### config.mk
export PLATFORM = sky130hd
export DESIGN_NAME = sdc_init_seq
export DESIGN_NICKNAME = d
export VERILOG_FILES = /design/src/rtl/sdc_pkg.sv /design/src/rtl/sdc_r1_scan.sv /design/src/rtl/sdc_init_seq.sv
export SDC_FILE = /design/constraint.sdc
export NUM_CORES = 1
export LEC_CHECK = 0
export CORE_ASPECT_RATIO = 0.7
export CORE_MARGIN = 4
export CORE_UTILIZATION = 39
export CTS_BUF_LIST = sky130_fd_sc_hd__clkbuf_16
export CTS_CLUSTER_SIZE = 8
export DETAILED_ROUTE_END_ITERATION = 12
export PLACE_DENSITY = 0.83
export SYNTH_ARGS = -nofsm -noshare
export SYNTH_HDL_FRONTEND = slang
export SYNTH_SLANG_ARGS = --single-unit
### constraint.sdc
create_clock -name clk -period 2.8 [get_ports clk]
set_input_delay 0.56 -clock clk [delete_from_list [all_inputs] [get_ports clk]]
set_output_delay 0.56 -clock clk [all_outputs]
set_load 0.03 [all_outputs]
### src/rtl/sdc_pkg.sv
// Shared types and constants for the SD-card SPI-mode bring-up sequencer.
// Latency: n/a (package only).
// Backpressure: n/a (package only).
package sdc_pkg;

    typedef enum logic [3:0] {
        ST_IDLE,
        ST_DUMMY,
        ST_CMD0,
        ST_CMD8,
        ST_CMD55,
        ST_ACMD41,
        ST_CMD58,
        ST_READY,
        ST_ERR
    } sdc_init_state_t;

    // Command frames, byte 0 (start bits + index) in the low byte so it leaves first.
    localparam logic [47:0] SDC_CMD0  = 48'h95_00_00_00_00_40;
    localparam logic [47:0] SDC_CMD8  = 48'h87_AA_01_00_00_48;
    localparam logic [47:0] SDC_CMD55 = 48'h65_00_00_00_00_77;
    localparam logic [47:0] SDC_CMD41 = 48'h77_00_00_00_40_69;
    localparam logic [47:0] SDC_CMD58 = 48'hFD_00_00_00_00_7A;

    localparam logic [7:0]  R1_READY  = 8'h00;
    localparam logic [7:0]  R1_IDLE   = 8'h01;
    localparam logic [31:0] CMD8_ECHO = 32'h0000_01AA;

    localparam logic [2:0] ERR_NONE      = 3'd0;
    localparam logic [2:0] ERR_CMD0      = 3'd1;
    localparam logic [2:0] ERR_CMD8_RESP = 3'd2;
    localparam logic [2:0] ERR_CMD8_ECHO = 3'd3;
    localparam logic [2:0] ERR_ACMD41    = 3'd4;
    localparam logic [2:0] ERR_CMD58     = 3'd5;
    localparam logic [2:0] ERR_NO_R1     = 3'd6;

    function automatic logic [79:0] frame80(input logic [47:0] f);
        return {32'h0, f};
    endfunction

endpackage

### src/rtl/sdc_r1_scan.sv
// Locates the R1 byte (first rx byte with bit7 clear) and the 4 bytes after it.
// Latency: combinational, 0 cycles.
// Backpressure: none; outputs follow ibuf/ilen directly.
// Ports: ibuf/ilen in (rx bytes, count); found/k/r1 out (R1 present, index, value);
//        trail out (bytes k+1..k+4, MSB first; zero when k>5 or no R1).
module sdc_r1_scan (
    input  logic [79:0] ibuf,
    input  logic [3:0]  ilen,
    output logic        found,
    output logic [3:0]  k,
    output logic [7:0]  r1,
    output logic [31:0] trail
);

    always_comb begin
        found = 1'b0;
        k     = 4'd0;
        r1    = 8'd0;
        trail = 32'd0;
        // Scan downward so the lowest matching index is the one that sticks.
        for (int i = 9; i >= 0; i--) begin
            if ((4'(i) < ilen) && !ibuf[8*i+7]) begin
                found = 1'b1;
                k     = 4'(i);
                r1    = ibuf[8*i +: 8];
            end
        end
        // Only k<=5 leaves four whole trailing bytes inside a 10-byte read.
        for (int i = 0; i <= 5; i++) begin
            if (found && (k == 4'(i))) begin
                trail = {ibuf[8*(i+1) +: 8], ibuf[8*(i+2) +: 8],
                         ibuf[8*(i+3) +: 8], ibuf[8*(i+4) +: 8]};
            end
        end
    end

endmodule

### src/rtl/sdc_init_seq.sv
// Drives the spi transaction engine through SD-card SPI-mode init (dummy clocks, CMD0/8/55/41/58).
// Latency: one gap cycle before each request, then one cycle after spi_valid to decide.
// Backpressure: spi_enable is held with stable obuf/olen/ilen/cs until spi_valid; start ignored while busy.
// Ports: clk/rst; start in, busy/ready/is_sdhc/err/err_code out;
//        spi_enable/spi_cclk/spi_cs/spi_obuf/spi_olen/spi_ilen out, spi_valid/spi_ibuf in.
module sdc_init_seq
    import sdc_pkg::*;
#(
    parameter int DUMMY_BYTES    = 10,
    parameter int CMD0_RETRIES   = 8,
    parameter int ACMD41_RETRIES = 1000
) (
    input  logic        clk,
    input  logic        rst,
    input  logic        start,
    output logic        busy,
    output logic        ready,
    output logic        is_sdhc,
    output logic        err,
    output logic [2:0]  err_code,
    output logic        spi_enable,
    input  logic        spi_valid,
    output logic        spi_cclk,
    output logic        spi_cs,
    output logic [79:0] spi_obuf,
    output logic [3:0]  spi_olen,
    input  logic [79:0] spi_ibuf,
    output logic [3:0]  spi_ilen
);

    sdc_init_state_t state, state_nxt;
    logic        go, go_nxt;
    logic [9:0]  cmd0_cnt, cmd0_nxt, cmd0_inc;
    logic [9:0]  a41_cnt, a41_nxt, a41_inc;
    logic [2:0]  code_q, code_nxt, err_sel;
    logic        sdhc_q, sdhc_nxt;
    logic        found;
    logic [3:0]  k;
    logic [7:0]  r1;
    logic [31:0] trail;
    logic        done, long_bad, in_cmd;

    sdc_r1_scan u_scan (
        .ibuf  (spi_ibuf),
        .ilen  (spi_ilen),
        .found (found),
        .k     (k),
        .r1    (r1),
        .trail (trail)
    );

    always_ff @(posedge clk) begin
        if (rst) begin
            state    <= ST_IDLE;
            go       <= 1'b0;
            cmd0_cnt <= 10'd0;
            a41_cnt  <= 10'd0;
            code_q   <= ERR_NONE;
            sdhc_q   <= 1'b0;
        end else begin
            state    <= state_nxt;
            go       <= go_nxt;
            cmd0_cnt <= cmd0_nxt;
            a41_cnt  <= a41_nxt;
            code_q   <= code_nxt;
            sdhc_q   <= sdhc_nxt;
        end
    end

    always_comb begin
        state_nxt = state;
        cmd0_nxt  = cmd0_cnt;
        a41_nxt   = a41_cnt;
        code_nxt  = code_q;
        sdhc_nxt  = sdhc_q;
        err_sel   = ERR_NONE;
        cmd0_inc  = (cmd0_cnt == 10'h3FF) ? cmd0_cnt : cmd0_cnt + 10'd1;
        a41_inc   = (a41_cnt == 10'h3FF) ? a41_cnt : a41_cnt + 10'd1;
        in_cmd    = state inside {ST_DUMMY, ST_CMD0, ST_CMD8, ST_CMD55, ST_ACMD41, ST_CMD58};
        done      = go && spi_valid;
        long_bad  = !found || (k > 4'd5);
        // go is low for the first cycle in a state (or after a retry), which both
        // separates requests and pulls cs low between commands.
        go_nxt    = in_cmd && !done;

        case (state)
            ST_IDLE, ST_READY, ST_ERR: begin
                if (start) begin
                    state_nxt = ST_DUMMY;
                    cmd0_nxt  = 10'd0;
                    a41_nxt   = 10'd0;
                    code_nxt  = ERR_NONE;
                    sdhc_nxt  = 1'b0;
                end
            end
            ST_DUMMY: begin
                if (done) state_nxt = ST_CMD0;
            end
            ST_CMD0: begin
                if (done) begin
                    if (found && (r1 == R1_IDLE)) begin
                        state_nxt = ST_CMD8;
                    end else begin
                        // A missing R1 is just another failed attempt here.
                        cmd0_nxt = cmd0_inc;
                        if (int'(cmd0_inc) >= CMD0_RETRIES) err_sel = ERR_CMD0;
                    end
                end
            end
            ST_CMD8: begin
                if (done) begin
                    if (long_bad)                err_sel   = ERR_NO_R1;
                    else if (r1 != R1_IDLE)      err_sel   = ERR_CMD8_RESP;
                    else if (trail != CMD8_ECHO) err_sel   = ERR_CMD8_ECHO;
                    else                         state_nxt = ST_CMD55;
                end
            end
            ST_CMD55: begin
                if (done) begin
                    if (!found)                                  err_sel   = ERR_NO_R1;
                    else if ((r1 == R1_READY) || (r1 == R1_IDLE)) state_nxt = ST_ACMD41;
                    else                                         err_sel   = ERR_ACMD41;
                end
            end
            ST_ACMD41: begin
                if (done) begin
                    if (!found) begin
                        err_sel = ERR_NO_R1;
                    end else if (r1 == R1_READY) begin
                        state_nxt = ST_CMD58;
                    end else if (r1 == R1_IDLE) begin
                        a41_nxt = a41_inc;
                        if (int'(a41_inc) >= ACMD41_RETRIES) err_sel   = ERR_ACMD41;
                        else                                 state_nxt = ST_CMD55;
                    end else begin
                        err_sel = ERR_ACMD41;
                    end
                end
            end
            ST_CMD58: begin
                if (done) begin
                    if (long_bad)            err_sel = ERR_NO_R1;
                    else if (r1 != R1_READY) err_sel = ERR_CMD58;
                    else begin
                        sdhc_nxt  = trail[30];
                        state_nxt = ST_READY;
                    end
                end
            end
            default: state_nxt = ST_IDLE;
        endcase

        if (err_sel != ERR_NONE) begin
            state_nxt = ST_ERR;
            code_nxt  = err_sel;
        end
    end

    always_comb begin
        busy       = in_cmd;
        ready      = (state == ST_READY);
        err        = (state == ST_ERR);
        err_code   = code_q;
        is_sdhc    = sdhc_q;
        spi_enable = go;
        spi_cclk   = in_cmd;
        spi_cs     = go && (state != ST_DUMMY);
        spi_obuf   = 80'd0;
        spi_olen   = 4'd0;
        spi_ilen   = 4'd0;
        case (state)
            ST_DUMMY: begin
                for (int i = 0; i < 10; i++) begin
                    if (i < DUMMY_BYTES) spi_obuf[8*i +: 8] = 8'hFF;
                end
                spi_olen = 4'(DUMMY_BYTES);
            end
            ST_CMD0: begin
                spi_obuf = frame80(SDC_CMD0);
                spi_olen = 4'd6;
                spi_ilen = 4'd8;
            end
            ST_CMD8: begin
                spi_obuf = frame80(SDC_CMD8);
                spi_olen = 4'd6;
                spi_ilen = 4'd10;
            end
            ST_CMD55: begin
                spi_obuf = frame80(SDC_CMD55);
                spi_olen = 4'd6;
                spi_ilen = 4'd8;
            end
            ST_ACMD41: begin
                spi_obuf = frame80(SDC_CMD41);
                spi_olen = 4'd6;
                spi_ilen = 4'd8;
            end
            ST_CMD58: begin
                spi_obuf = frame80(SDC_CMD58);
                spi_olen = 4'd6;
                spi_ilen = 4'd10;
            end
            default: ;
        endcase
    end

endmodule
==> results of run 1 <==
## per-layer routing
layer	vias to the layer above	GRT usage
li1	2676	-
met1	2746	0.412
met2	432	0.448
met3	36	0.0879
met4	0	0.0433
met5	-	0
## cell usage in the layout, fill, tap and decap left out, types with 10 or more instances in the layout
| cell type | synthesis | final |
|---|---|---|
| nand2b_1 | 17 | 15 |
| buf_4 | 71 | 152 |
| inv_1 | 20 | 19 |
| a21oi_1 | 35 | 31 |
| nor2_1 | 64 | 52 |
| nor3_1 | 41 | 23 |
| nand3_1 | 21 | 17 |
| dlygate4sd2_1 | 0 | 19 |
| nand2_1 | 42 | 37 |
| clkdlybuf4s50_1 | 0 | 60 |
| nand4_1 | 14 | 14 |
| dlymetal6s2s_1 | 0 | 70 |
| dfxtp_1 | 29 | 27 |
| nor3_2 | 3 | 16 |
| and2_1 | 14 | 13 |
| o211ai_1 | 10 | 10 |
| o21ai_0 | 26 | 20 |
| buf_6 | 0 | 18 |
| nor2_2 | 1 | 10 |
## kinds of logic (layout without fill, tap and decap cells)
family / Yosys count / in the layout / synth area share
mux: 7 / 7 / 0.0181
flops: 29 / 29 / 0.142
other cells: 1 / 3 / 0.000920
fa+ha+maj: 2 / 2 / 0.00614
xor+xnor: 10 / 10 / 0.0233
compound gates: 152 / 152 / 0.258
buf+inv: 124 / 372 / 0.183
simple gates: 279 / 279 / 0.368
## where the power goes
group	internal, mW	total (mW)	switching (mW)	leakage (nW)
Sequential	0.446	0.486	0.0397	0.235
Combinational	1.64	3.99	2.35	3.52
Clock	0.412	0.598	0.185	0.0826
## state kept, by name, summed over array words and instances, names as in the netlist
register	flops
err_code	3
a41_cnt	10
is_sdhc	1
spi_enable	1
cmd0_cnt	10
state	4
## through the flow
| stage | cell area (sq um) | worst slack (ps) |
|---|---|---|
| after global placement | 6400 | -717 |
| final | 7650 | -18.8 |
| after detailed placement | 6400 | -762 |
| after CTS | 6940 | -33.1 |
| after floorplan | 4090 | 0.970 |
| after global routing | 7650 | -105 |
## critical path, delay by kind of cell
family,cells,cell delay [ps]
AND/OR/NAND/NOR,6,1190
buffers and inverters,5,810
AO/OA/AOI/OAI,2,440
## cell type report
class	count	area, sq um
multi-input cells	453	3430
clock buffers	5	125
clock inverters	3	37.5
fillers	703	2300
repair buffers	344	3230
well taps	128	160
flip-flops and latches	29	583
inverters	20	78.8
## final timing paths
check / cells after the start / slack [ps] / startpoint / end
worst max register to register: 12 / 10 / state[3] / a41_cnt[5]
worst max-delay path: 13 / -20 / spi_ibuf[63] / a41_cnt[5]
worst min register to register: 2 / 500 / cmd0_cnt[1] / cmd0_cnt[1]
worst min-delay path: 2 / 500 / cmd0_cnt[1] / cmd0_cnt[1]
## repair_timing
action                     in CTS  in global routing
setup endpoints to repair      30                 88
gates cloned                    1                  0
hold buffers                    0                  0
setup buffers                  15                 18
resized for setup             120                192
pin swaps                      47                 75
==> run_summary.xml, run 1 <==
<?xml version="1.0" encoding="UTF-8"?>
<metrics>
  <group name="worst_setup_path">
    <metric name="timing.critical_path.arrival" unit="ps">3020</metric>
    <metric name="timing.setup.critical_path_class" unit="">in2reg</metric>
    <metric name="launching_element_type_of_the_critical_path" unit="">primary input</metric>
    <metric name="path_max_fanout" unit="">6</metric>
    <metric name="cp_slowest_stage_delay" unit="ps">430</metric>
    <metric name="slowest_stage" unit="">nor4_4</metric>
    <metric name="critical_path.most_common_cell" unit="">buf_6</metric>
    <metric name="required" unit="ps">3000</metric>
    <metric name="path_cells" unit="">dlygate4sd2_1 -&gt; buf_6 -&gt; buf_6 -&gt; buf_6 -&gt; nand2_4 -&gt; nand3_2 -&gt; a311oi_2 -&gt; nor2_4 -&gt; nor4_4 -&gt; buf_6 -&gt; nand4b_1 -&gt; or3_4 -&gt; a21oi_2</metric>
    <metric name="cp-end-kind" unit="">register</metric>
  </group>
  <group name="global_route">
    <metric name="track_usage" unit="">0.293</metric>
    <metric name="global_route_wire_length_before_repair" unit="microns">28200</metric>
    <metric name="number_of_global_route_vias_before_repair" unit="">5265</metric>
    <metric name="antenna_violations_before_repair" unit="">0</metric>
    <metric name="overflow" unit="">0</metric>
    <metric name="maximum_number_of_pins_on_one_net_before_global_route_repair" unit="">60</metric>
  </group>
  <group name="drt">
    <metric name="topRoutingLayerUsed" unit="">met4</metric>
    <metric name="drt-vias-per-instance" unit="">6.00</metric>
    <metric name="avgRoutedWirePerCell" unit="microns">20.9</metric>
    <metric name="met2RoutedLength" unit="microns">9170</metric>
    <metric name="routed_wl" unit="microns">20500</metric>
    <metric name="detail_route.drc_violations" unit="">0</metric>
    <metric name="drt_pre_antenna_iters" unit="">5</metric>
    <metric name="drtIter0Drc" unit="">661</metric>
    <metric name="detail-route-antenna-nets" unit="">0</metric>
    <metric name="wl_met3" unit="microns">2610</metric>
    <metric name="met1Wirelength" unit="microns">8410</metric>
    <metric name="via_count" unit="">5890</metric>
  </group>
  <group name="floorplan">
    <metric name="std_cell_rows" unit="">30</metric>
    <metric name="die_h" unit="microns">93.5</metric>
    <metric name="starting_density_of_the_core" unit="">0.410</metric>
    <metric name="coreArea" unit="sq um">9950</metric>
    <metric name="io_pins" unit="">182</metric>
    <metric name="dieArea" unit="sq um">12200</metric>
    <metric name="die_x" unit="microns">130</metric>
  </group>
  <group name="place">
    <metric name="port_buffers" unit="">178</metric>
    <metric name="gp_congestion" unit="">0.972</metric>
    <metric name="placed_cells" unit="">942</metric>
    <metric name="place_hpwl" unit="microns">15000</metric>
  </group>
  <group name="timing">
    <metric name="maxSlewViolCount" unit="">0</metric>
    <metric name="period_needed" unit="ps">2820</metric>
    <metric name="final.setup.worst_slack" unit="ps">-18.8</metric>
    <metric name="hold_violations" unit="">0</metric>
    <metric name="skew" unit="ps">5.66</metric>
    <metric name="layout_worst_path_cycle_share" unit="">1.01</metric>
    <metric name="setup-tns-final" unit="ps">-30.7</metric>
    <metric name="hold_slack" unit="ps">501</metric>
    <metric name="fmaxAchievable" unit="GHz">0.355</metric>
    <metric name="slew-limit-headroom" unit="">0.500</metric>
    <metric name="tightest_slew" unit="ps">744</metric>
    <metric name="report.final.setup_viol" unit="">3</metric>
    <metric name="unrepaired_setup_endpoints_after_global_routing" unit="">true</metric>
  </group>
  <group name="job">
    <metric name="cap_violations" unit="">0</metric>
  </group>
  <group name="logic_synthesis">
    <metric name="mappedNetlistArea" unit="sq um">4080</metric>
    <metric name="yosys_warning_total" unit="">0</metric>
    <metric name="synthDominantAreaCellType" unit="">dfxtp_1</metric>
    <metric name="number_of_synthesized_flops_with_an_enable_pin" unit="">0</metric>
    <metric name="cell_with_the_most_instances_after_synthesis" unit="">buf_4</metric>
    <metric name="ys_ff_latch" unit="">29</metric>
    <metric name="async_set_or_reset_register_ratio_after_synthesis" unit="">0</metric>
    <metric name="post_synth_num_cell_types" unit="">71</metric>
    <metric name="synth-seq-area-share" unit="">0.142</metric>
    <metric name="yosys_top_cell_area_share" unit="">0.142</metric>
    <metric name="syn_inst" unit="">604</metric>
    <metric name="postSynthAreaPerCell" unit="sq um">6.75</metric>
    <metric name="synth.top_cells.by_area" unit="">dfxtp_1 14%, buf_4 13%, nor2_1 5.9%</metric>
    <metric name="synth_cell_count_leaders" unit="">71 x buf_4, 64 x nor2_1, 42 x nand2_1</metric>
    <metric name="synthFlopType" unit="">dfxtp_1</metric>
  </group>
  <group name="worst_hold_path">
    <metric name="worstHoldPathType" unit="">reg2reg</metric>
  </group>
  <group name="clocking">
    <metric name="numClockSinks" unit="">29</metric>
    <metric name="worst_skew_pair.late_latency" unit="ps">270</metric>
    <metric name="cts.htree.levels" unit="">2</metric>
    <metric name="cts.reportedPaths.clkPinSlew" unit="ps">50</metric>
    <metric name="bufs_on_longest_clock_path" unit="">2</metric>
    <metric name="cts_root_buffer" unit="">clkbuf_16</metric>
    <metric name="cts-buffers-inserted" unit="">5</metric>
    <metric name="tritoncts" unit="">built</metric>
  </group>
  <group name="run_status">
    <metric name="violations" unit="">setup timing</metric>
    <metric name="status" unit="">complete, but fails checks</metric>
  </group>
  <group name="layout">
    <metric name="area_delta_synth_final" unit="%">87.6</metric>
    <metric name="finalNetCount" unit="">939</metric>
    <metric name="postLayoutCoreUtil" unit="">0.769</metric>
    <metric name="final_cells" unit="">982</metric>
    <metric name="layout-drive-gt1-share" unit="">0.377</metric>
    <metric name="antenna-diode-count" unit="">0</metric>
  </group>
  <group name="power">
    <metric name="report.power.total" unit="mW">5.07</metric>
    <metric name="power_leakage" unit="nW">3.84</metric>
    <metric name="ir_drop" unit="mV">0.430</metric>
    <metric name="power.density_cell_area" unit="nW/um^2">663</metric>
  </group>
</metrics>
Power figures use the tool's default switching activity.
==> run 2: changes to the inputs <==
CAP_MARGIN = 20   (was default)
CORE_MARGIN = default   (was 4)
==> run_summary.xml, run 2 (synthesized netlist as in run 1, its figures left out) <==
<?xml version="1.0" encoding="UTF-8"?>
<metrics>
  <group name="worst_setup_path">
    <metric name="required" unit="ps">2990</metric>
    <metric name="path_cells" unit="">clkdlybuf4s15_1 -&gt; buf_6 -&gt; buf_6 -&gt; nor4b_1 -&gt; a31oi_1 -&gt; o21ai_1 -&gt; a21oi_1 -&gt; o21ai_1 -&gt; o211ai_1 -&gt; buf_4 -&gt; o31ai_4 -&gt; nand4b_1 -&gt; a31oi_1</metric>
    <metric name="slowest_stage" unit="">nor4b_1</metric>
    <metric name="path_max_fanout" unit="">8</metric>
    <metric name="launching_element_type_of_the_critical_path" unit="">primary input</metric>
    <metric name="critical-path-top-delay-family" unit="">compound AO/OA/AOI/OAI gates</metric>
    <metric name="timing.critical_path.arrival" unit="ps">3050</metric>
    <metric name="timing.setup.critical_path_class" unit="">in2reg</metric>
    <metric name="cp-end-kind" unit="">register</metric>
    <metric name="cp_slowest_stage_delay" unit="ps">450</metric>
    <metric name="critical_path_buf_inv_count" unit="">4</metric>
  </group>
  <group name="layout">
    <metric name="final_cells" unit="">980</metric>
    <metric name="reg.largest.list" unit="">a41_cnt: 10 flops, cmd0_cnt: 10 flops, state: 4 flops</metric>
    <metric name="area.sequential" unit="sq um">582</metric>
    <metric name="area_delta_synth_final" unit="%">82.4</metric>
    <metric name="commonest_non_fill_non_tap_cell_in_the_layout" unit="">buf_4</metric>
    <metric name="final_cell_mix" unit="">150 x buf_4, 72 x dlygate4sd2_1, 59 x clkdlybuf4s50_1, 50 x nor2_1, 37 x nand2_1</metric>
    <metric name="footprint_of_the_multi_input_gates" unit="sq um">3450</metric>
    <metric name="layout-drive-gt1-share" unit="">0.367</metric>
    <metric name="n_fill_cell" unit="">762</metric>
    <metric name="finalNetCount" unit="">936</metric>
  </group>
  <group name="drt">
    <metric name="via_count" unit="">5948</metric>
    <metric name="avgRoutedWirePerCell" unit="microns">20.3</metric>
    <metric name="detail-route-antenna-nets" unit="">0</metric>
    <metric name="detail_route.drc_violations" unit="">0</metric>
    <metric name="drt_pre_antenna_iters" unit="">5</metric>
    <metric name="drtIter0Drc" unit="">641</metric>
    <metric name="drt-vias-per-instance" unit="">6.07</metric>
    <metric name="routed_wl" unit="microns">19900</metric>
  </group>
  <group name="floorplan">
    <metric name="io_pins" unit="">182</metric>
    <metric name="starting_density_of_the_core" unit="">0.411</metric>
    <metric name="dieArea" unit="sq um">10900</metric>
    <metric name="die_x" unit="microns">124</metric>
    <metric name="coreArea" unit="sq um">9910</metric>
    <metric name="die_h" unit="microns">87.5</metric>
    <metric name="std_cell_rows" unit="">30</metric>
  </group>
  <group name="clocking">
    <metric name="cts-buffers-inserted" unit="">5</metric>
    <metric name="cts.htree.levels" unit="">2</metric>
    <metric name="tritoncts" unit="">built</metric>
    <metric name="post_cts_hold_buffer_count" unit="">0</metric>
    <metric name="bufs_on_longest_clock_path" unit="">2</metric>
    <metric name="worst_skew_pair.late_latency" unit="ps">280</metric>
    <metric name="numClockSinks" unit="">29</metric>
    <metric name="cts.reportedPaths.clkPinSlew" unit="ps">50</metric>
    <metric name="cts_root_buffer" unit="">clkbuf_16</metric>
  </group>
  <group name="run_status">
    <metric name="violations" unit="">setup timing</metric>
    <metric name="status" unit="">complete, but fails checks</metric>
  </group>
  <group name="timing">
    <metric name="maxSlewViolCount" unit="">0</metric>
    <metric name="layout_worst_path_cycle_share" unit="">1.02</metric>
    <metric name="hold_violations" unit="">0</metric>
    <metric name="fmaxAchievable" unit="GHz">0.350</metric>
    <metric name="skew" unit="ps">6.35</metric>
    <metric name="unrepaired_setup_endpoints_after_global_routing" unit="">true</metric>
    <metric name="tightest_slew" unit="ps">780</metric>
    <metric name="slew-limit-headroom" unit="">0.475</metric>
    <metric name="hold_slack" unit="ps">504</metric>
    <metric name="report.final.setup_viol" unit="">3</metric>
    <metric name="final.setup.worst_slack" unit="ps">-53.6</metric>
    <metric name="period_needed" unit="ps">2850</metric>
  </group>
  <group name="global_route">
    <metric name="maximum_number_of_pins_on_one_net_before_global_route_repair" unit="">49</metric>
    <metric name="number_of_global_route_vias_before_repair" unit="">5327</metric>
    <metric name="overflow" unit="">0</metric>
    <metric name="antenna_violations_before_repair" unit="">1</metric>
    <metric name="global_route_wire_length_before_repair" unit="microns">27900</metric>
    <metric name="track_usage" unit="">0.336</metric>
  </group>
  <group name="power">
    <metric name="power_leakage" unit="nW">3.22</metric>
    <metric name="report.power.total" unit="mW">4.77</metric>
    <metric name="ir_drop" unit="mV">0.425</metric>
    <metric name="power.density_cell_area" unit="nW/um^2">641</metric>
  </group>
  <group name="place">
    <metric name="placed_cells" unit="">933</metric>
    <metric name="place_hpwl" unit="microns">14100</metric>
    <metric name="gp_congestion" unit="">0.995</metric>
    <metric name="port_buffers" unit="">178</metric>
  </group>
  <group name="worst_hold_path">
    <metric name="worstHoldPathType" unit="">reg2reg</metric>
  </group>
  <group name="job">
    <metric name="cap_violations" unit="">0</metric>
  </group>
</metrics>
-- run 2: path summary, 6_finish.rpt --
check,end,depth (start not counted),slack [ps],from
hold / removal,err_code[1],2,500,err_code[1]
setup / recovery,state[2],13,-50,spi_ibuf[7]
setup reg to reg,state[2],12,10,state[2]
hold reg to reg,err_code[1],2,500,err_code[1]
-- run 2: layout make-up --
type                            count  share of cell area
Timing Repair Buffer              341               0.407
Multi-Input combinational cell    453               0.463
Sequential cell                    29              0.0782
Tap cell                          128              0.0215
Clock buffer                        5              0.0168
Antenna cell                        1            0.000337
Inverter                           20              0.0111
Clock inverter                      3             0.00185
-- run 2: power breakdown --
part | internal [mW] | switching (mW) | leakage (nW)
Clock | 0.322 | 0.199 | 0.0748
Sequential | 0.445 | 0.0401 | 0.235
Combinational | 1.46 | 2.30 | 2.91
-- run 2: metal layers --
layer / up-vias / share of wire / GRT usage
met5: - / 0 / 0
met4: 0 / 0.027 / 0.0660
met3: 72 / 0.13 / 0.0996
met2: 470 / 0.44 / 0.533
met1: 2750 / 0.40 / 0.452
li1: 2656 / - / -
-- run 2: repair_timing --
action                     in CTS  in global routing
cloned                          1                  0
setup endpoints to repair      77                 31
hold endpoints to repair        0                  0
resized for setup             197                124
pin swaps                      55                 58
setup buffers                  17                 21
-- run 2: worst reg2reg max path, stage by stage (launching register included) --
cell        delay, ps
dfxtp_2           350
or2_2             320
nand2_2           110
clkinvlp_4        230
buf_4             220
o2111ai_4         100
nor2_4             80
nor4_4            320
buf_4             170
nor2_2             40
o31ai_4           240
nand4b_1          270
a31oi_1           250
-- run 2: metrics by stage --
stage	area [sq um]	setup WS [ps]	setup TNS [ps]	util
after floorplan	4090	0.970	0	-
after global placement	6330	-748	-16110	0.639
after detailed placement	6330	-849	-16920	0.639
after CTS	6960	-27.0	-27.0	0.702
after global routing	7440	-78.4	-246	0.750
final	7440	-53.6	-70.8	0.750
==> run 3: changes to the inputs <==
SKIP_CTS_REPAIR_TIMING = 1   (was default)
==> run_summary.xml, run 3 (synthesized netlist as in run 1, its figures left out) <==
<?xml version="1.0" encoding="UTF-8"?>
<metrics>
  <group name="place">
    <metric name="place_hpwl" unit="microns">14100</metric>
    <metric name="gp_congestion" unit="">0.995</metric>
    <metric name="port_buffers" unit="">178</metric>
    <metric name="placed_cells" unit="">933</metric>
  </group>
  <group name="clocking">
    <metric name="cts_root_buffer" unit="">clkbuf_16</metric>
    <metric name="cts-buffers-inserted" unit="">5</metric>
    <metric name="tritoncts" unit="">built</metric>
    <metric name="numClockSinks" unit="">29</metric>
    <metric name="bufs_on_longest_clock_path" unit="">2</metric>
    <metric name="cts.reportedPaths.clkPinSlew" unit="ps">50</metric>
    <metric name="worst_skew_pair.late_latency" unit="ps">280</metric>
    <metric name="cts.htree.levels" unit="">2</metric>
  </group>
  <group name="timing">
    <metric name="slew-limit-headroom" unit="">0.641</metric>
    <metric name="skew" unit="ps">8.79</metric>
    <metric name="period_needed" unit="ps">2800</metric>
    <metric name="maxSlewViolCount" unit="">0</metric>
    <metric name="fmaxAchievable" unit="GHz">0.357</metric>
    <metric name="hold_violations" unit="">0</metric>
    <metric name="tightest_slew" unit="ps">533</metric>
    <metric name="setup-tns-final" unit="ps">-0.628</metric>
    <metric name="unrepaired_setup_endpoints_after_global_routing" unit="">true</metric>
    <metric name="layout_worst_path_cycle_share" unit="">1.00</metric>
    <metric name="final.setup.worst_slack" unit="ps">-0.628</metric>
    <metric name="report.final.setup_viol" unit="">1</metric>
  </group>
  <group name="worst_setup_path">
    <metric name="cp-end-kind" unit="">register</metric>
    <metric name="slowest_stage" unit="">clkdlybuf4s50_1</metric>
    <metric name="rrSetupSlack" unit="ps">80</metric>
    <metric name="timing.setup.critical_path_class" unit="">in2reg</metric>
    <metric name="path_max_fanout" unit="">3</metric>
    <metric name="path_cells" unit="">clkdlybuf4s50_1 -&gt; nor2_4 -&gt; nand4_1 -&gt; o2111ai_2 -&gt; a211oi_2 -&gt; nor4_2 -&gt; o211ai_1 -&gt; buf_4 -&gt; o31ai_4 -&gt; nand4b_1 -&gt; a31oi_1</metric>
    <metric name="critical_path_buf_inv_count" unit="">2</metric>
    <metric name="critical-path-top-delay-family" unit="">compound AO/OA/AOI/OAI gates</metric>
    <metric name="cp_slowest_stage_delay" unit="ps">450</metric>
    <metric name="launching_element_type_of_the_critical_path" unit="">primary input</metric>
    <metric name="required" unit="ps">3000</metric>
    <metric name="timing.critical_path.arrival" unit="ps">3000</metric>
  </group>
  <group name="layout">
    <metric name="layout-drive-gt1-share" unit="">0.348</metric>
    <metric name="n_fill_cell" unit="">722</metric>
    <metric name="reg.largest.list" unit="">a41_cnt: 10 flops, cmd0_cnt: 10 flops, state: 4 flops</metric>
    <metric name="final_cells" unit="">963</metric>
    <metric name="postLayoutCoreUtil" unit="">0.757</metric>
    <metric name="area_delta_synth_final" unit="%">84.0</metric>
    <metric name="finalNetCount" unit="">919</metric>
    <metric name="final_cell_mix" unit="">133 x buf_4, 100 x dlymetal6s2s_1, 52 x nor2_1, 51 x clkdlybuf4s50_1, 38 x nand2_1</metric>
    <metric name="commonest_non_fill_non_tap_cell_in_the_layout" unit="">buf_4</metric>
  </group>
  <group name="floorplan">
    <metric name="std_cell_rows" unit="">30</metric>
    <metric name="die_h" unit="microns">87.5</metric>
    <metric name="dieArea" unit="sq um">10900</metric>
    <metric name="die_x" unit="microns">124</metric>
    <metric name="starting_density_of_the_core" unit="">0.411</metric>
    <metric name="coreArea" unit="sq um">9910</metric>
    <metric name="io_pins" unit="">182</metric>
  </group>
  <group name="power">
    <metric name="ir_drop" unit="mV">0.434</metric>
    <metric name="power.density_cell_area" unit="nW/um^2">642</metric>
    <metric name="power_leakage" unit="nW">3.94</metric>
    <metric name="report.power.total" unit="mW">4.82</metric>
  </group>
  <group name="drt">
    <metric name="routed_wl" unit="microns">19700</metric>
    <metric name="drt_pre_antenna_iters" unit="">5</metric>
    <metric name="drtIter0Drc" unit="">600</metric>
    <metric name="detail-route-antenna-nets" unit="">0</metric>
    <metric name="detail_route.drc_violations" unit="">0</metric>
    <metric name="avgRoutedWirePerCell" unit="microns">20.5</metric>
    <metric name="via_count" unit="">5802</metric>
    <metric name="drt-vias-per-instance" unit="">6.02</metric>
  </group>
  <group name="run_status">
    <metric name="violations" unit="">setup timing</metric>
    <metric name="status" unit="">complete, but fails checks</metric>
  </group>
  <group name="global_route">
    <metric name="overflow" unit="">0</metric>
    <metric name="track_usage" unit="">0.311</metric>
    <metric name="global_route_wire_length_before_repair" unit="microns">26000</metric>
    <metric name="number_of_global_route_vias_before_repair" unit="">4951</metric>
    <metric name="antenna_violations_before_repair" unit="">0</metric>
    <metric name="maximum_number_of_pins_on_one_net_before_global_route_repair" unit="">49</metric>
  </group>
  <group name="job">
    <metric name="cap_violations" unit="">0</metric>
  </group>
  <group name="worst_hold_path">
    <metric name="worstHoldPathType" unit="">reg2reg</metric>
  </group>
</metrics>
run 3: changes by cell type in the layout (fill, tap and decap cells not counted), sizes merged:
| cell | delta |
|---|---|
| dlymetal6s2s | +81 |
| dlygate4sd2 | -72 |
| buf | -17 |
| clkdlybuf4s50 | -8 |
| clkbuf | +3 |
| clkdlybuf4s15 | -3 |
| bufbuf | -1 |
| clkinvlp | -1 |
| inv | +1 |
run 3: final timing paths:
check | start | end | depth (start not counted)
setup reg to reg | state[2] | state[2] | 11
hold reg to reg | err_code[1] | err_code[1] | 2
setup / recovery | spi_ibuf[18] | state[2] | 11
hold / removal | err_code[1] | err_code[1] | 2
run 3: layout make-up:
type	instances	area (sq um)	area share
multi-input cells	453	3360	0.448
repair buffers	324	3180	0.423
flip-flops and latches	29	583	0.0777
well taps	128	160	0.0214
clock buffers	5	125	0.0167
inverters	20	78.8	0.0105
clock inverters	3	13.8	0.00183
diodes	1	2.50	0.000334
run 3: through the flow:
stage	hold WS (ps)	setup slack (ps)	cell area, sq um
floorplan	462	0.970	4090
global placement	478	-748	6330
detailed placement	493	-849	6330
CTS	504	-560	6470
global route	536	-68.9	7500
finish	501	-0.628	7500
run 3: power by group:
group          internal (mW)  switching, mW
clock network          0.322          0.201
registers              0.446         0.0414
logic                   1.54           2.27
run 3: worst register-to-register path: stages (launching register included):
cell	delay, ps
dfxtp_2	350
or2_2	310
nand2_1	130
buf_6	170
buf_4	170
a211oi_2	50
nor4_2	310
o211ai_1	170
buf_4	190
o31ai_4	270
nand4b_1	280
a31oi_1	230
run 3: metal layers:
| metal | share of wire | up-vias | global-route usage | wire length [microns] |
|---|---|---|---|---|
| li1 | - | 2634 | - | - |
| met1 | 0.41 | 2679 | 0.433 | 8000 |
| met2 | 0.44 | 437 | 0.481 | 8730 |
| met3 | 0.13 | 52 | 0.0918 | 2650 |
| met4 | 0.017 | 0 | 0.0476 | 344 |
| met5 | 0 | - | 0 | 0 |
